## src/rtl/unshifter32_pkg.sv

```systemverilog
// -----------------------------------------------------------------------------
// unshifter32_pkg
// Shared widths, FSM state encoding and datapath helpers for the unshifter32
// decoder. The decoder rebuilds a 32-bit value from its leading-one position
// (k) and the 8 bits directly below that leading one (m1).
// -----------------------------------------------------------------------------
package unshifter32_pkg;

  localparam int NUM_LENGTH = 32;
  localparam int K_LENGTH   = 5;
  localparam int M1_LENGTH  = 8;
  localparam int CNT_LENGTH = 3;

  // Stage counter walks 4,3,2,1,0 and then wraps to 7, which marks the
  // extra cycle that copies the finished accumulator into the output register.
  localparam logic [CNT_LENGTH-1:0] CNT_FIRST = 3'd4;
  localparam logic [CNT_LENGTH-1:0] CNT_DRAIN = 3'd7;

  typedef enum logic [1:0] {
    ST_IDLE  = 2'd0,
    ST_SHIFT = 2'd1,
    ST_DONE  = 2'd2
  } state_t;

  // Places the implicit leading one at bit 31 with m1 right below it; the
  // shift stages then move it down to bit position k.
  function automatic logic [NUM_LENGTH-1:0] load_value(
    input logic [M1_LENGTH-1:0] m1,
    input logic                 zero
  );
    logic [NUM_LENGTH-1:0] r;
    if (zero) begin
      r = {NUM_LENGTH{1'b0}};
    end else begin
      r = {1'b1, m1, {(NUM_LENGTH-1-M1_LENGTH){1'b0}}};
    end
    return r;
  endfunction

  // One binary shift stage: a cleared k bit means the leading one must move
  // down by 2^stage, so the total right shift over all stages is 31 - k.
  function automatic logic [NUM_LENGTH-1:0] stage_shift(
    input logic [NUM_LENGTH-1:0] acc,
    input logic [CNT_LENGTH-1:0] stage,
    input logic [K_LENGTH-1:0]   k
  );
    logic [NUM_LENGTH-1:0] r;
    r = acc;
    case (stage)
      3'd0:    r = k[0] ? acc : (acc >> 5'd1);
      3'd1:    r = k[1] ? acc : (acc >> 5'd2);
      3'd2:    r = k[2] ? acc : (acc >> 5'd4);
      3'd3:    r = k[3] ? acc : (acc >> 5'd8);
      3'd4:    r = k[4] ? acc : (acc >> 5'd16);
      default: r = acc;
    endcase
    return r;
  endfunction

endpackage

```

## src/rtl/unshifter32.sv

```systemverilog
// -----------------------------------------------------------------------------
// unshifter32
// Decodes (k, m1, zero) back into a 32-bit value using a multi-cycle barrel
// shifter: one 2^i shift stage per cycle, followed by one cycle that registers
// the result. Fixed latency of 6 cycles from accept to out_valid.
//
// Ports
//   clk        clock, all state on rising edge
//   rst        asynchronous active-high reset
//   in_valid   encoded value present on in_k/in_m1/in_zero
//   in_ready   block idle and able to accept (state == IDLE)
//   in_k       leading-one position of the original value
//   in_m1      8 bits below the leading one, MSB-aligned
//   in_zero    encoded value is zero; in_k/in_m1 ignored
//   out_valid  num holds a decoded result (state == DONE)
//   out_ready  consumer takes num this cycle
//   num        decoded value, held stable while out_ready = 0
// -----------------------------------------------------------------------------
module unshifter32
  import unshifter32_pkg::*;
(
  input  logic                  clk,
  input  logic                  rst,
  input  logic                  in_valid,
  output logic                  in_ready,
  input  logic [K_LENGTH-1:0]   in_k,
  input  logic [M1_LENGTH-1:0]  in_m1,
  input  logic                  in_zero,
  output logic                  out_valid,
  input  logic                  out_ready,
  output logic [NUM_LENGTH-1:0] num
);

  state_t                 state_q, state_d;
  logic [NUM_LENGTH-1:0]  acc_q,   acc_d;
  logic [K_LENGTH-1:0]    k_q,     k_d;
  logic [CNT_LENGTH-1:0]  cnt_q,   cnt_d;
  logic [NUM_LENGTH-1:0]  num_q,   num_d;

  // Next-state logic for FSM, accumulator, latched k, stage counter and result.
  always_comb begin
    state_d = state_q;
    acc_d   = acc_q;
    k_d     = k_q;
    cnt_d   = cnt_q;
    num_d   = num_q;
    case (state_q)
      ST_IDLE: begin
        if (in_valid) begin
          acc_d   = load_value(in_m1, in_zero);
          k_d     = in_k;
          cnt_d   = CNT_FIRST;
          state_d = ST_SHIFT;
        end else begin
          state_d = ST_IDLE;
        end
      end
      ST_SHIFT: begin
        if (cnt_q == CNT_DRAIN) begin
          // All five stages applied; publish the result and present it.
          num_d   = acc_q;
          cnt_d   = {CNT_LENGTH{1'b0}};
          state_d = ST_DONE;
        end else begin
          // Decrementing from stage 0 wraps to CNT_DRAIN.
          acc_d   = stage_shift(acc_q, cnt_q, k_q);
          cnt_d   = cnt_q - 3'd1;
          state_d = ST_SHIFT;
        end
      end
      ST_DONE: begin
        // Returning to IDLE first keeps a new accept out of this cycle.
        if (out_ready) begin
          state_d = ST_IDLE;
        end else begin
          state_d = ST_DONE;
        end
      end
      default: begin
        state_d = ST_IDLE;
      end
    endcase
  end

  // Single state register bank with asynchronous clear.
  always_ff @(posedge clk or posedge rst) begin
    if (rst) begin
      state_q <= ST_IDLE;
      acc_q   <= {NUM_LENGTH{1'b0}};
      k_q     <= {K_LENGTH{1'b0}};
      cnt_q   <= {CNT_LENGTH{1'b0}};
      num_q   <= {NUM_LENGTH{1'b0}};
    end else begin
      state_q <= state_d;
      acc_q   <= acc_d;
      k_q     <= k_d;
      cnt_q   <= cnt_d;
      num_q   <= num_d;
    end
  end

  assign in_ready  = (state_q == ST_IDLE);
  assign out_valid = (state_q == ST_DONE);
  assign num       = num_q;

endmodule

```

## config.mk

```make
export PLATFORM = sky130hd
export DESIGN_NAME = unshifter32
export DESIGN_NICKNAME = d
export VERILOG_FILES = /design/src/rtl/unshifter32_pkg.sv /design/src/rtl/unshifter32.sv
export SDC_FILE = /design/constraint.sdc
export NUM_CORES = 1
export LEC_CHECK = 0
export BUFFER_PORTS_ARGS = -buffer_cell sky130_fd_sc_hd__buf_2
export CAP_MARGIN = 20
export CORE_MARGIN = 5
export CORE_UTILIZATION = 50
export CTS_BUF_LIST = sky130_fd_sc_hd__clkbuf_4 sky130_fd_sc_hd__clkbuf_8 sky130_fd_sc_hd__clkbuf_16
export DETAILED_ROUTE_END_ITERATION = 12
export GPL_ROUTABILITY_DRIVEN = 0
export PLACE_DENSITY = 0.77
export SLEW_MARGIN = 20
export SYNTH_ARGS = -nofsm -noshare
export SYNTH_HDL_FRONTEND = slang
export SYNTH_SLANG_ARGS = --single-unit
```

## constraint.sdc

```tcl
create_clock -name clk -period 3.9 [get_ports clk]
set_input_delay 1.17 -clock clk [delete_from_list [all_inputs] [get_ports clk]]
set_output_delay 1.17 -clock clk [all_outputs]
set_load 0.02 [all_outputs]
```

Word level (Yosys, flattened, before mapping)
Cells that the tools add are included.
Cells by class
  muxes and demuxes: 17
  reductions and logical operators: 7
  equality and inequality tests: 15
  $add $sub $neg: 1
Operator list (number)
  2-to-1 mux 32 bit: 8
  case mux 32 bit (5 select lines): 1
  case mux 32 bit (2 select lines): 1
  inequality test 3 bit, second input constant: 5
  AND reduction 9 bit: 1
  == test 3 x 2 -> 1 bit, second input constant: 2
  == test 3 bit, second input constant: 2
  2-to-1 mux 3 bit: 2
  inequality test 6 bit, second input constant: 1
  case mux 2 bit (3 select lines): 1
  case mux 3 bit (2 select lines): 1
  AND reduction 2 bit: 3
  2-to-1 mux 2 bit: 2
  inequality test 2 bit, second input constant: 2
  == test 3 x 1 -> 1 bit, second input constant: 1
  logical NOT 3 bit: 1
  subtractor 3 x 1 -> 3 bit, second input constant: 1
  == test 2 x 1 -> 1 bit, second input constant: 1
  == test 2 bit, second input constant: 1
  logical NOT 2 bit: 1
  nonzero test 2 bit: 1
  2-to-1 mux 1 bit: 1
Word-level totals
  flip-flop bits (word level): 74
  logic and storage cells: 45
  output and inout port bits: 34

Longest topological paths before layout
Gate-level depths: netlist (run 1).
  word-level depth: 4
  mapped depth: 8

Worst setup path after synthesis (run 1)
Ideal clock, no wire load.
  kind: input to register
  from: input in_valid
  to: register acc_q[0]
  stages on the path: 6
  data arrival time: 2281 ps
  slack: 1499 ps
  data required time: 3780 ps
  setup time: 120 ps
  cells stage by stage: or3b_2 clkbuf_1 clkbuf_1 nand2_1 nor3_1 a31o_2
On the way
  longest elaborated chain between the ends: 2
RTL lines
  start, declared: RTL line unshifter32.sv:24  | input logic in_valid,
  inequality test 2 bit (no source line)
  AND reduction 9 bit (no source line)
  end signal, assigned: RTL line unshifter32.sv:89  | acc_q <= {NUM_LENGTH{1'b0}};
  end, declared: RTL line unshifter32.sv:35  | logic [NUM_LENGTH-1:0] acc_q, acc_d;
No other way between the ends.
A chain may end at the register's enable or synchronous reset.

Worst setup path in the final report (run 1)
  from: register state_q[1]
  to: register acc_q[24]
On the way
  longest elaborated chain between the ends: 3
  elaborated cells on any way between the ends: 13
  classes of those cells: eq/ne: 9; mux: 1; reduce/logical: 3
RTL lines
  start, declared: RTL line unshifter32.sv:34  | state_t state_q, state_d;
  start signal, assigned: RTL line unshifter32.sv:94  | state_q <= state_d;
  == test 2 x 1 -> 1 bit / logical NOT 2 bit (equally long branches): RTL line unshifter32.sv:47  | case (state_q)
  inequality test 6 bit (no source line), or another cell as far along
  AND reduction 9 bit (no source line)
Several ways; a longest one is shown, not always the timed one.

==> reports/qor.yml, run 1 <==
status: "finished, final reports clean"
nets: 476
hold_viol_final: 0
drive_gt1_share_pct: 26.8
fill_cells: 724
cap_violations: 0
numCtsBuffers: 9
reg2reg_slack_ns: 1.28
peakVddDrop_uv: 430
synth-seq-cells: 74
avgSynthCellArea_um2: 9.93
finalWirelength_mm: 11.5
cts_resized: 0
clk_latency_ns: 0.35
routed-via-count: 3747
drc: 0
netlist_area_um2: 4270
first_pass_iters: 5
antennaDiodeCount: 0
fin_cells: 568
syn2layout_area_growth_pct: 11.0
async_flop_share_pct: 100
clockBufferDepth: 2
critical_path.endpoint_type: "flop"
synthFlopType: "dfrtp_1"
ys_seq_area_share_pct: 43.4
post_cts_buffers: 0
total_power_mw: 4.82
synth_cells: 430
synth_fp_nets: 448
grt_setup_unrepaired: "false"
cts.sinks: 74
fin_crit_sh_pct: 67.2
dp_hpwl_mm: 7.48
io_buffers: 51
setup.worst_path.class: "flop to flop"
finalSetupViolCount: 0
synth-edff-count: 0
die_w_um: 102
cts_tree: "done"
wire_per_inst_um: 20.2
min_path_type: "flop to flop"
ctsHoldBuffers: 0
htreeDepth: 3
fmax_ghz: 0.382
clk_pin_slew_worst_paths_ns: 0.08
slew_headroom_pct: 26.8
grt_pass1_wl_mm: 18.8
power_density_nw_per_um2: 1020
finalMaxSlewViolations: 0
period_minus_slack_ns: 2.62
core_area_um2: 8260
vias_per_cell: 6.60
hold_ws_ns: 0.486
chipHeight_um: 102
grt_overflow_total: 0
fp.dieArea_um2: 10500
total_leakage_power_nw: 2.04
cts-root-buf: "clkbuf_8"
synthDistinctLibCells: 54
grt_max_degree: 53
grt_pass1_vias: 3540
ant_nets: 0
dpl.cell_count: 552
std_cell_rows: 33
setup_tns_ns: 0
start_util_pct: 51.7
track_usage_pct: 22.9
io_pins: 52
synth_warnings: 0
first_iter_violations: 374
max_slew.worst_pin.slew_ns: 1.10
cp_max_fo: 18
worstPathRequired_ns: 4.14
crit_arrival_ns: 2.86
antenna_found_initial: 0
fin_worst_skew_ns: 0.00512
startpoint_type: "flop"
[cell families (layout without fill, tap and decap cells)]
kind of cell,count (synthesis),in the layout,synth area share (%)
compound gates,137,137,22.7
simple gates,108,108,14.3
flops,74,74,43.4
buf+inv,60,93,6.18
mux,50,50,13.2
xor+xnor,1,1,0.205
[sequential cells by signal, summed over array words and instances, names as in the netlist]
name and cells:
acc_q 32, cnt_q 3, state_q 2, num 32, k_q 5
[final timing paths]
check / to / cells after the start / from
max in group asynchronous: num[15] / 3 / rst
min in group asynchronous: k_q[2] / 2 / rst
min: k_q[0] / 2 / k_q[0]
min reg2reg: k_q[0] / 2 / k_q[0]
max reg2reg: acc_q[24] / 5 / state_q[1]
max: acc_q[24] / 5 / state_q[1]
[routing by layer]
| layer | track usage (%) | vias up | part of all wire [%] |
|---|---|---|---|
| met3 | 4.57 | 27 | 7.7 |
| li1 | - | 1678 | - |
| met4 | 8.17 | 0 | 1.9 |
| met1 | 32.0 | 1842 | 43 |
| met5 | 0 | - | 0 |
| met2 | 35.4 | 200 | 47 |
[layout by cell type (no fill, tap or decap), types with 11 or more instances in the layout]
master	count
o21ai_0	29
dfrtp_1	74
clkbuf_8	11
buf_2	51
inv_1	16
a31oi_1	14
mux2i_1	13
nor3b_1	11
nand2_1	37
mux2_2	32
[report_power, final]
part | switching (mW) | internal (mW)
logic | 1.55 | 1.11
registers | 0.412 | 1.12
clock network | 0.292 | 0.337
total | 2.26 | 2.57
[cell type report]
class,count,area (um^2),share of cell area [%]
multi-input cells,296,2150,45.4
flip-flops and latches,74,1850,39.1
repair buffers,59,328,6.91
clock buffers,12,159,3.35
well taps,105,131,2.77
inverters,18,67.6,1.43
clock inverters,4,50.0,1.06
[stage by stage]
step	worst slack, ns	instance area, um^2	utilization (%)
2_1_floorplan	0.848	4270	-
3_3_place_gp	1.22	4530	54.9
3_5_place_dp	1.15	4530	54.9
4_1_cts	1.34	4740	57.4
5_1_grt	1.07	4740	57.4
6_report	1.28	4740	57.4
[cells in the mapped netlist, types with 5 or more instances]
cell | instances | area [um^2]
nand2b_1 | 8 | 50.1
mux2i_1 | 13 | 130
o21ai_1 | 6 | 30.0
nor3_1 | 10 | 50.1
o22ai_1 | 7 | 43.8
dfrtp_1 | 74 | 1850
a32oi_1 | 7 | 61.3
o21ai_0 | 29 | 145
mux2_4 | 5 | 75.1
a211oi_1 | 7 | 52.6
buf_2 | 9 | 45.0
o22a_1 | 5 | 43.8
a31oi_1 | 14 | 87.6
inv_1 | 17 | 63.8
o221ai_1 | 10 | 87.6
a221oi_1 | 7 | 61.3
nor2b_1 | 5 | 31.3
o311ai_0 | 5 | 43.8
a21oi_1 | 10 | 50.1
and2_1 | 7 | 43.8
mux2_2 | 32 | 360
a31o_2 | 6 | 52.6
nand2_1 | 37 | 139
a2bb2oi_1 | 8 | 70.1
nor2_1 | 5 | 18.8
nor3b_1 | 11 | 82.6
clkbuf_1 | 25 | 93.8
nor4b_1 | 7 | 61.3
[critical path, cell delays in order, from the launching register on]
cell,delay [ns]
dfrtp_1,0.43
nand2b_1,0.50
nor4_4,0.28
buf_4,0.28
or3_1,0.66
mux2_4,0.35
(Power assumes the default switching activity.)
==> run 2, diff against run 1 <==
PLACE_DENSITY = 0.8   (was 0.77)
clock period = 2.3 ns   (was 3.9 ns; I/O delays follow)
==> run 2 against run 1 <==
Global-route usage increased by 0.16 points. Clock power is 67% higher. Fmax up 23%. Clock skew rose by 0.0042 ns. Cell count increased by 3.0%. Largest cell class unchanged. Register-to-register slack got worse by 1.1 ns. Core utilization rose by 1.5 points.
==> reports/qor.yml, run 2 (synthesis gave the netlist of run 1 again) <==
io_buffers: 51
layout_common_cells: "74 x dfrtp_1, 51 x buf_2, 37 x nand2_1"
post_cts_buffers: 0
numCtsBuffers: 9
cts_tree: "done"
syn2layout_area_growth_pct: 14.0
antennaDiodeCount: 0
routed-via-count: 3801
htreeDepth: 3
critical_path.endpoint_type: "flop"
vias_per_cell: 6.50
first_pass_iters: 7
grt_setup_unrepaired: "false"
worst_path_dominant_cell_family: "simple AND/OR/NAND/NOR gates"
cp_max_fo: 17
grt_pass1_wl_mm: 19.0
die_w_um: 102
path_buf_inv: 2
worstPathRequired_ns: 2.58
fp.dieArea_um2: 10500
track_usage_pct: 23.1
fin_cells: 585
hold_viol_final: 0
first_iter_violations: 539
io_pins: 52
grt_overflow_total: 0
grt_max_degree: 75
setup.worst_path.class: "flop to flop"
cts-root-buf: "clkbuf_8"
max_slew.worst_pin.slew_ns: 0.546
setup_tns_ns: 0
start_util_pct: 51.7
ctsHoldBuffers: 0
fmax_ghz: 0.469
wire_per_inst_um: 19.6
clk_pin_slew_worst_paths_ns: 0.08
min_path_type: "input pin to async pin"
drive_gt1_share_pct: 29.4
dpl_cell_area_um2: 4660
post-route-util_pct: 58.9
period_minus_slack_ns: 2.13
cap_violations: 0
fin_worst_skew_ns: 0.00935
cpMaxStageDelayCell: "dfrtp_1"
cts_resized: 0
design_area_um2: 4870
finalMaxSlewViolations: 0
cpPeakStageDelay_ns: 0.43
antenna_found_initial: 0
crit_arrival_ns: 2.41
dp_hpwl_mm: 7.72
cts.sinks: 74
slew_headroom_pct: 63.6
clk_latency_ns: 0.36
status: "finished, final reports clean"
clockBufferDepth: 2
grt_pass1_vias: 3666
peakVddDrop_uv: 718
fin_crit_sh_pct: 92.7
dpl.cell_count: 569
final_common_cell: "dfrtp_1"
chipHeight_um: 102
power_density_nw_per_um2: 1730
startpoint_type: "flop"
std_cell_rows: 33
total_leakage_power_nw: 2.12
drc: 0
core_area_um2: 8260
nets: 493
finalWirelength_mm: 11.4
finalSetupViolCount: 0
crit_path_cell_trace: "buf_4, or2_2, nor4_4, buf_4, or2_2, mux2i_1"
ant_nets: 0
run 2: changes by cell type in the layout (fill, tap and decap cells not counted):
cell      before  now
inv_2          1    0
clkbuf_8      11   10
clkbuf_4       1    2
clkinv_4       0    1
buf_4          7   24
run 2: final timing paths:
path | endpoint | cells past startpoint | from | slack (ns)
max | acc_q[11] | 6 | cnt_q[1] | 0.17
min | num[31] | 3 | rst | 0.41
max reg2reg | acc_q[11] | 6 | cnt_q[1] | 0.17
min reg2reg | k_q[0] | 2 | k_q[0] | 0.48
max in group asynchronous | num[30] | 3 | rst | 1.54
min in group clk | k_q[0] | 2 | k_q[0] | 0.48
run 2: worst min-delay path: cells and delay by family:
family | cells | cell delay (ns)
buf+inv | 3 | 0.49
run 2: metrics by stage:
stage / total power [mW] / hold slack, ns / setup WS, ns
after floorplan: 5.95 / 0.436 / 0.350
after global placement: 7.11 / 0.464 / 0.289
after detailed placement: 7.27 / 0.465 / 0.232
after CTS: 8.33 / 0.446 / 0.199
after global routing: 8.95 / 0.452 / 0.0484
final: 8.40 / 0.411 / 0.167
run 2: final cells by class:
cell class	instances	area (um^2)
repair buffers	76	455
clock buffers	12	153
inverters	18	71.3
flip-flops and latches	74	1850
fillers	730	3390
clock inverters	4	51.3
well taps	105	131
multi-input cells	296	2150
run 2: metal layers:
layer / share of wire, % / up-vias / global-route usage, %
met2: 47 / 200 / 35.6
met4: 1.9 / 0 / 7.67
met5: 0 / - / 0
li1: - / 1714 / -
met1: 42 / 1859 / 31.8
met3: 9.1 / 28 / 5.87
run 2: where the power goes:
group	internal (mW)	leakage, nW	switching (mW)
combinational	2.07	1.08	2.68
clock	0.555	0.103	0.496
sequential	1.90	0.931	0.688
total	4.53	2.12	3.87
==> run 3, diff against run 2 <==
ABC_AREA = 1   (was not set)
PLACE_DENSITY = 0.71   (was 0.8)
==> run 3 against run 2 <==
Clock-buffer cell count fell by 3. Setup slack improved by 0.18 ns. Combinational power is 34% lower. Largest power group unchanged. Highest routed layer unchanged. Clock power up 26%. Sequential cell count unchanged. Sequential share of layout area is 3.1 points higher. Clock skew decreased by 0.0019 ns.
==> reports/qor.yml, run 3 <==
synth_commonest_cells: "266 x nand2_1, 74 x dfrtp_1, 61 x o21ai_0"
wire_per_inst_um: 13.8
clk_pin_slew_worst_paths_ns: 0.08
layout_common_cells: "265 x nand2_1, 74 x dfrtp_1, 61 x o21ai_0"
synthFlopType: "dfrtp_1"
fin_worst_skew_ns: 0.00746
ys_seq_area_share_pct: 47.4
cp_max_fo: 40
total_leakage_power_nw: 2.37
cts-root-buf: "clkbuf_8"
grt_setup_unrepaired: "false"
post_cts_buffers: 0
core_area_um2: 7690
io_pins: 52
fin_crit_sh_pct: 85.0
std_cell_rows: 32
reg2reg_depth: 6
busiest_layer: "met2"
drive_gt1_share_pct: 14.6
grt_pass1_wl_mm: 16.9
crit_arrival_ns: 2.18
ant_nets: 0
synth.area.mux_share_pct: 0
switchingPower_mw: 3.17
setup_tns_ns: 0
first_pass_iters: 5
netlist_area_um2: 3910
first_iter_violations: 353
fill_cells: 749
combPwrFrac_pct: 46.8
period_minus_slack_ns: 1.95
synthDistinctLibCells: 21
syn2layout_area_growth_pct: 15.2
antennaDiodeCount: 0
grt_use_met1_pct: 30.9
cts.sinks: 74
yosys.area_share.simple_pct: 34.3
hold_ws_ns: 0.398
avgSynthCellArea_um2: 7.07
async_flop_share_pct: 100
finalSetupViolCount: 0
setup.worst_path.class: "flop to flop"
nets: 617
routed-via-count: 3702
switching_share_pct: 46.9
yosysTopAreaCellShare_pct: 47.4
slew_headroom_pct: 61.3
drc: 0
ctsHoldBuffers: 0
synth-seq-cells: 74
fmax_ghz: 0.512
cap_violations: 0
synth.most_common_cell: "nand2_1"
startpoint_type: "flop"
synth_cells: 553
synth_area_leader_cell: "dfrtp_1"
worstPathRequired_ns: 2.53
use_met2_pct: 31.9
cts_tree: "done"
rr_endpoint: "num[12]"
grt_pass1_vias: 3509
synth_top_family_by_area: "simple AND/OR/NAND/NOR gates"
cp-startpoint: "state_q[1]"
cts_resized: 0
critical_path.endpoint_type: "flop"
dp_hpwl_mm: 6.83
seq_power_share_pct: 33.6
synth_fp_nets: 571
synth_warnings: 0
status: "finished, final reports clean"
min_path_type: "input pin to async pin"
grt_overflow_total: 0
clkPwrFrac_pct: 19.6
synth-xor-area-share_pct: 0
htreeDepth: 3
antenna_found_initial: 0
grt_max_degree: 41
chipHeight_um: 98.4
io_buffers: 51
clockBufferDepth: 2
final_common_cell: "nand2_1"
start_util_pct: 50.8
finalWirelength_mm: 9.73
reg2reg_slack_ns: 0.35
synth-edff-count: 0
max_slew.worst_pin.slew_ns: 0.580
track_usage_pct: 21.4
numCtsBuffers: 9
clk_latency_ns: 0.35
p_int_mw: 3.58
die_w_um: 98.4
synth.area.top_cells: "dfrtp_1 47%, nand2_1 26%, o21ai_0 7.8%, inv_1 3.6%, nand3_1 2.8%"
synthAdderAreaFrac_pct: 0
synth-compound-area-share_pct: 10.9
finalMaxSlewViolations: 0
r2r-start: "state_q[1]"
use_met3_pct: 4.95
fp.dieArea_um2: 9690
peakVddDrop_uv: 1300
cp-endpoint: "num[12]"
hold_viol_final: 0
vias_per_cell: 5.24
power_density_nw_per_um2: 1500
## run 3: changes by cell type after synthesis, moves of 10 or more
cell      change
o21ai_0      +32
a31oi_1      -14
mux2i_1      -13
nand3_1      +19
nand2_1     +229
o221ai_1     -10
clkbuf_1     -22
nor3_1       -10
mux2_2       -32
nor3b_1      -11
nor2_1       +24
inv_1        +20
## run 3: critical path: stages, from the launching register on
cell	delay, ns
dfrtp_1	0.42
inv_1	0.09
nand2_1	0.30
inv_2	0.15
nand2_2	0.35
buf_4	0.38
o21ai_0	0.13
## run 3: logic make-up after synthesis
family,after synthesis
DFF,74
buffers and inverters,66
and+or+nand+nor,331
AOI/OAI and AO/OA,82
## run 3: per-layer routing
metal	share of wire, %	wire length, um
met5	0	0
met4	1.4	136
met3	8.1	791
met2	44	4280
met1	46	4520
## run 3: worst min-delay path by stage
stage,cells after the start,start,end
final,2,rst,num[27]
after global routing,2,rst,acc_q[31]
after CTS,2,rst,acc_q[31]
after detailed placement,2,num[29],num[29]
after global placement,2,k_q[4],k_q[4]
after floorplan,2,k_q[1],k_q[1]
## run 3: cell type report
cell class | instances | area, um^2 | area share [%]
Inverter | 41 | 158 | 3.50
Tap cell | 102 | 128 | 2.83
Clock inverter | 7 | 139 | 3.08
Multi-Input combinational cell | 413 | 1770 | 39.3
Clock buffer | 9 | 124 | 2.75
Sequential cell | 74 | 1850 | 41.1
Timing Repair Buffer | 60 | 335 | 7.44
## run 3: per-stage QoR
step                instances  total power, mW  worst slack [ns]  util (%)  area (um^2)
finish                    706             6.75             0.346      58.6         4500
global route              706             7.32            0.0508      58.6         4500
CTS                       706             6.77             0.348      58.6         4500
detailed placement        690             5.43             0.357      55.2         4240
global placement          690             5.37             0.410      55.2         4240
floorplan                 553             4.57             0.648         -         3910
## run 3: power groups by stage
stage,logic [mW],registers (mW),clock network [mW]
3_3_place_gp,3.11,2.27,0
6_report,3.16,2.26,1.32
4_1_cts,3.16,2.26,1.34
3_5_place_dp,3.15,2.28,0
5_1_grt,3.57,2.34,1.41
2_1_floorplan,2.16,2.41,0
